--- src/rtl/full_adder_pkg.sv ---
// Shared constants for the full_adder slice.
package full_adder_pkg;

    // Default operand width: the classic single-bit full-adder cell.
    localparam int unsigned FA_WIDTH_DEFAULT = 1;

endpackage : full_adder_pkg

--- src/rtl/full_adder_cell.sv ---
// Purely combinational 1-bit full-adder cell.
//   a, b : addend bits
//   ci   : carry-in
//   s    : sum bit
//   co   : carry-out (majority of a, b, ci)
module full_adder_cell (
    input  logic a,
    input  logic b,
    input  logic ci,
    output logic s,
    output logic co
);

    assign s  = a ^ b ^ ci;
    assign co = (a & b) | (a & ci) | (b & ci);

endmodule : full_adder_cell

--- src/rtl/full_adder.sv ---
// Registered ripple-carry adder built from full_adder_cell, one-cycle latency.
//   clk       : rising-edge clock
//   rst_n     : synchronous active-low reset
//   in_valid  : A/B/Cin valid this cycle
//   A, B      : WIDTH-bit addends
//   Cin       : carry-in to bit 0
//   out_valid : Sum/Carry hold a fresh result
//   Sum       : registered (A+B+Cin) mod 2^WIDTH
//   Carry     : registered carry-out of the MSB
module full_adder
    import full_adder_pkg::*;
#(
    parameter int unsigned WIDTH = FA_WIDTH_DEFAULT
) (
    input  logic             clk,
    input  logic             rst_n,
    input  logic             in_valid,
    input  logic [WIDTH-1:0] A,
    input  logic [WIDTH-1:0] B,
    input  logic             Cin,
    output logic             out_valid,
    output logic [WIDTH-1:0] Sum,
    output logic             Carry
);

    logic [WIDTH-1:0] sum_c;
    logic             carry_c;

    logic [WIDTH-1:0] sum_d,   sum_q;
    logic             carry_d, carry_q;
    logic             valid_d, valid_q;

    // Ripple chain: each bit takes its carry-in from the previous cell's carry-out.
    for (genvar i = 0; i < WIDTH; i++) begin : g_bit
        logic ci_w;
        logic co_w;

        if (i == 0) begin : g_lsb
            assign ci_w = Cin;
        end else begin : g_rip
            assign ci_w = g_bit[i-1].co_w;
        end

        full_adder_cell u_cell (
            .a  (A[i]),
            .b  (B[i]),
            .ci (ci_w),
            .s  (sum_c[i]),
            .co (co_w)
        );
    end

    assign carry_c = g_bit[WIDTH-1].co_w;

    // Capture a new result only when qualified; otherwise hold, so unqualified inputs never leak in.
    always_comb begin
        sum_d   = sum_q;
        carry_d = carry_q;
        valid_d = 1'b0;
        if (in_valid) begin
            sum_d   = sum_c;
            carry_d = carry_c;
            valid_d = 1'b1;
        end
    end

    // Output registers; reset wins over in_valid.
    always_ff @(posedge clk) begin
        if (!rst_n) begin
            sum_q   <= '0;
            carry_q <= 1'b0;
            valid_q <= 1'b0;
        end else begin
            sum_q   <= sum_d;
            carry_q <= carry_d;
            valid_q <= valid_d;
        end
    end

    assign Sum       = sum_q;
    assign Carry     = carry_q;
    assign out_valid = valid_q;

endmodule : full_adder

--- config.mk ---
export PLATFORM = sky130hd
export DESIGN_NAME = full_adder
export DESIGN_NICKNAME = d
export VERILOG_FILES = /design/src/rtl/full_adder_pkg.sv /design/src/rtl/full_adder_cell.sv /design/src/rtl/full_adder.sv
export SDC_FILE = /design/constraint.sdc
export NUM_CORES = 1
export LEC_CHECK = 0
export CAP_MARGIN = 30
export CORE_AREA = 2 2 39 41
export DETAILED_ROUTE_END_ITERATION = 10
export DIE_AREA = 0 0 41 43
export GPL_ROUTABILITY_DRIVEN = 0
export PLACE_DENSITY_LB_ADDON = 0.25
export SLEW_MARGIN = 5
export SYNTH_ARGS = -nofsm -noshare
export SYNTH_HDL_FRONTEND = slang
export SYNTH_SLANG_ARGS = --single-unit
--- constraint.sdc ---
create_clock -name clk -period 0.86 [get_ports clk]
set_input_delay 0.172 -clock clk [delete_from_list [all_inputs] [get_ports clk]]
set_output_delay 0.172 -clock clk [all_outputs]
set_load 0.01 [all_outputs]
### Word level (Yosys, flattened, before mapping)

Cells that the tools add are included.

| word-level totals | value |
|---|---|
| flip-flop bits (word level) | 3 |
| bits of input ports | 6 |
| memory bits (read-only) | 0 |
| memories | 0 |
| latch bits | 0 |
| RAM bits | 0 |

| operators by class | value |
|---|---|
| bitwise gates (word level) | 7 |
| eq/ne operators | 0 |
| add/sub/neg operators | 0 |
| muxes and demuxes | 1 |
| order comparisons | 0 |
| divide/modulo/power cells | 0 |
| reductions and logical operators | 0 |
| $mul | 0 |
| shift-type cells | 0 |

Operators by type and width:

| operator | number |
|---|---|
| $and 1x1->1 | 3 |
| $or 1x1->1 | 2 |
| $xor 1x1->1 | 2 |
| $mux 1 | 1 |

### Longest topological paths before layout

| depth | value |
|---|---|
| depth after elaboration | 3 |
| gate-level depth with buffers | 3 |
| depth with buffers taken out | 3 |

### Hierarchy

A second synthesis with hierarchy kept.

| second synthesis, totals | value |
|---|---|
| cell total of the unflattened synthesis | 9 |
| area total of the unflattened synthesis | 120.1 µm² |

Modules (own cells, without submodules):

| module | area each (µm²) | sequential area each (µm²) | cells each | instances |
|---|---|---|---|---|
| full_adder | 100.1 | 60.1 | 8 | 1 |
| full_adder_cell | 20.0 | 0.0 | 1 | 1 |

### Least setup slack after synthesis

No wires, ideal clock.

| timing path | value |
|---|---|
| kind | input to register |
| from | input A |
| to | register sum_q (netlist: Sum) |
| slack | -0.055 ns |
| data required time | 0.744 ns |
| stages on the path | 3 |
| data arrival time | 0.799 ns |
| setup time | 0.116 ns |
| cells stage by stage | fa_1 > mux2i_1 > nor2b_1 |

| between the ends | value |
|---|---|
| word-level cells in the longest chain between the ends | 2 |

Ends and longest elaborated chain:

| what | RTL line | RTL |
|---|---|---|
| start: declaration | full_adder.sv:18 | `input logic [WIDTH-1:0] A,` |
| $xor 1x1->1 (2 in a row) | full_adder_cell.sv:14 | `assign s = a ^ b ^ ci;` |
| end signal: assignment | full_adder.sv:74 | `sum_q <= sum_d;` |
| end: declaration | full_adder.sv:29 | `logic [WIDTH-1:0] sum_d, sum_q;` |

No other way between the ends.
A chain may end at the register's enable or synchronous reset.

### Final worst setup path

| timing path | value |
|---|---|
| from | register sum_q (netlist: Sum) |
| to | output Sum |

RTL lines:

| what | RTL line | RTL |
|---|---|---|
| end: declaration | full_adder.sv:22 | `output logic [WIDTH-1:0] Sum,` |

No word-level cell between the ends.

==> impl_results.md <==
- Most frequent cells in the layout: clkbuf_4 (3), buf_6 (3)
- Mapped cell area: ~120 sq um
- Status: completed
- Synth warn: 0
- Max-cap violations: 0
- CP top delay family: flip-flops
- Maximum fanout along the worst path: 2
- Grt met1 use: 5.50%
- Die Area: 0.00176 sq mm
- HPWL Detailed: 232 um
- PortBufs: 8
- Initial DRC Count: 1
- Sequential share of power: 33.2%
- Layout area overhead: 106%
- Sequential share of the synthesized area: around half
- Gr usage total: 5.13%
- Vias in the first global route: 135
- DR DRC count: 0
- Met2 usage: 3.75%
- Power Density: 1920 mW/mm^2
- Vias: 112
- Fmax: 1200 MHz
- Buf/Inv on CP: 1
- Clock latency on the worst-skew pair: between 200 and 250 ps
- HP Class: in -> reg
- Wirelength, routed: 285 um
- Num CTS Buffers: 3
- TritonCTS clock tree: built
- Reg clk slew, reported paths: 40 ps
- Switch Pwr: ~0.00010 W
- Clk buf depth: 2
- GR peak layer: met3
- Slowest CP cell: dfxtp_2
- Die Ht: roughly 43 um
- CP Capture Type: primary output
- Pin count of the biggest net entering global routing: 4
- Avg Cell Area, Syn: 13.3 sq um
- Switch share: 21.5%
- Fin. max-slew vios: 0
- Critical Path AT: 660 ps
- Post-route ant nets: 0
- CP peak stage delay: 320 ps
- Ant diodes: 0
- # clock sinks: 3
- Met3 GRT Util: 6.81%
- Endpoints failing setup: 0
- Max IR drop VDD: 0.566 mV
- # hold bufs at CTS: 0
- First-pass GRT wire length: 496 um
- Slew HR: 89.7%
- Boundary Pins: 9
- Wirelength per Cell: 7.50 um
- Setup Slack @ Placement: -527 ps
- Initial Util: 8.68%
- Share of cells above drive strength 1: 59.1%
- Post-Syn Instances: 9
- Power consumption: 0.000475 W
- Row count: 14
- Req. time, crit path: 690 ps
- Grt total ovfl: 0
- Final #Nets: 30
- Die W: 41 um
- Post-synthesis net count: 16
- Period minus WS final: 835 ps
- H-tree depth: 1
- Seq cells post-synth: 3
- Startpoint Class: flip-flop
- Internal power: approximately 0.00037 W
- Clock share of power: slightly above 50%
- Tcrit/Tclk final: 97.1%
- CP cell instances: buf_6
- Worst-margin pin slew: 155 ps
- Clock Skews: 0 ps
- Core Area: 0.00138 sq mm
- DRT Pass-1 Iters: 2
- Vias per inst: 2.95
- Leakage: 0.120 nW
- Final Hold Viols: 0
- Root buf cell: clkbuf_4
- Worst setup path category: reg -> out
- Initial antenna violation count: 0
- Comb pwr share: 15.0%
- Setup WS post-layout: 24.6 ps
- Post-synth cell types: 5
- RSZ-0062 raised after global routing: no
## cell families after synthesis
kind of cell | after synthesis | synth area share, %
flip-flops | 3 | 50.0
multiplexers | 2 | 16.7
adder cells (fa/ha/maj) | 1 | 16.7
AND/OR/NAND/NOR | 3 | 16.7
## worst paths after layout
| check | startpoint | endpoint | slack [ps] | cells after the start |
|---|---|---|---|---|
| worst max-delay path | Sum | Sum | 20 | 1 |
| worst min-delay path | in_valid | out_valid | 290 | 2 |
| worst max register to register | Carry | Carry | 150 | 3 |
| worst min register to register | Sum | Sum | 530 | 2 |
## layer usage
metal	vias up	wire [um]
met3	0	61
li1	55	-
met1	48	127
met5	-	0
met4	0	0
met2	9	96
## sequential cells by signal, summed over array words and instances, names as in the netlist
register   cells
out_valid      1
Sum            1
Carry          1
## Yosys cell counts
library cell	n	area share (%)
fa_1	1	17
mux2i_1	2	17
dfxtp_1	3	50
and2_2	1	6.3
nor2b_1	2	10
## what timing repair did
action	4_1_cts	5_1_grt
gates resized for setup	23	6
pin swaps	1	1
endpoints found under the hold margin	0	0
endpoints found under the setup margin	5	3
buffers inserted	0	0
## cell type report
type	count	area, sq um
Tap cell	16	20.0
Multi-Input combinational cell	6	60.1
Sequential cell	3	62.6
Clock buffer	4	26.3
Timing Repair Buffer	9	78.8
Fill cell	154	1140
## through the flow
step                TNS [ps]  hold WS (ps)  instances  area, sq um  util, %
floorplan              -55.4           300          9          120        -
detailed placement     -1570           526         34          228     16.5
global placement       -1510           505         34          228     16.5
finish                     0           291         38          248     17.9
global route               0           300         38          248     17.9
CTS                        0           378         38          230     16.6
## power by group through the flow
stage	Clock [W]	Combinational (W)	Sequential, W
2_1_floorplan	0	0.0000189	0.000161
3_3_place_gp	0	0.0000771	0.000157
3_5_place_dp	0	0.0000788	0.000157
4_1_cts	0.000258	0.0000640	0.000155
5_1_grt	0.000273	0.0000806	0.000158
6_report	0.000246	0.0000710	0.000158
Note: power is estimated with default switching activity, not from simulation.
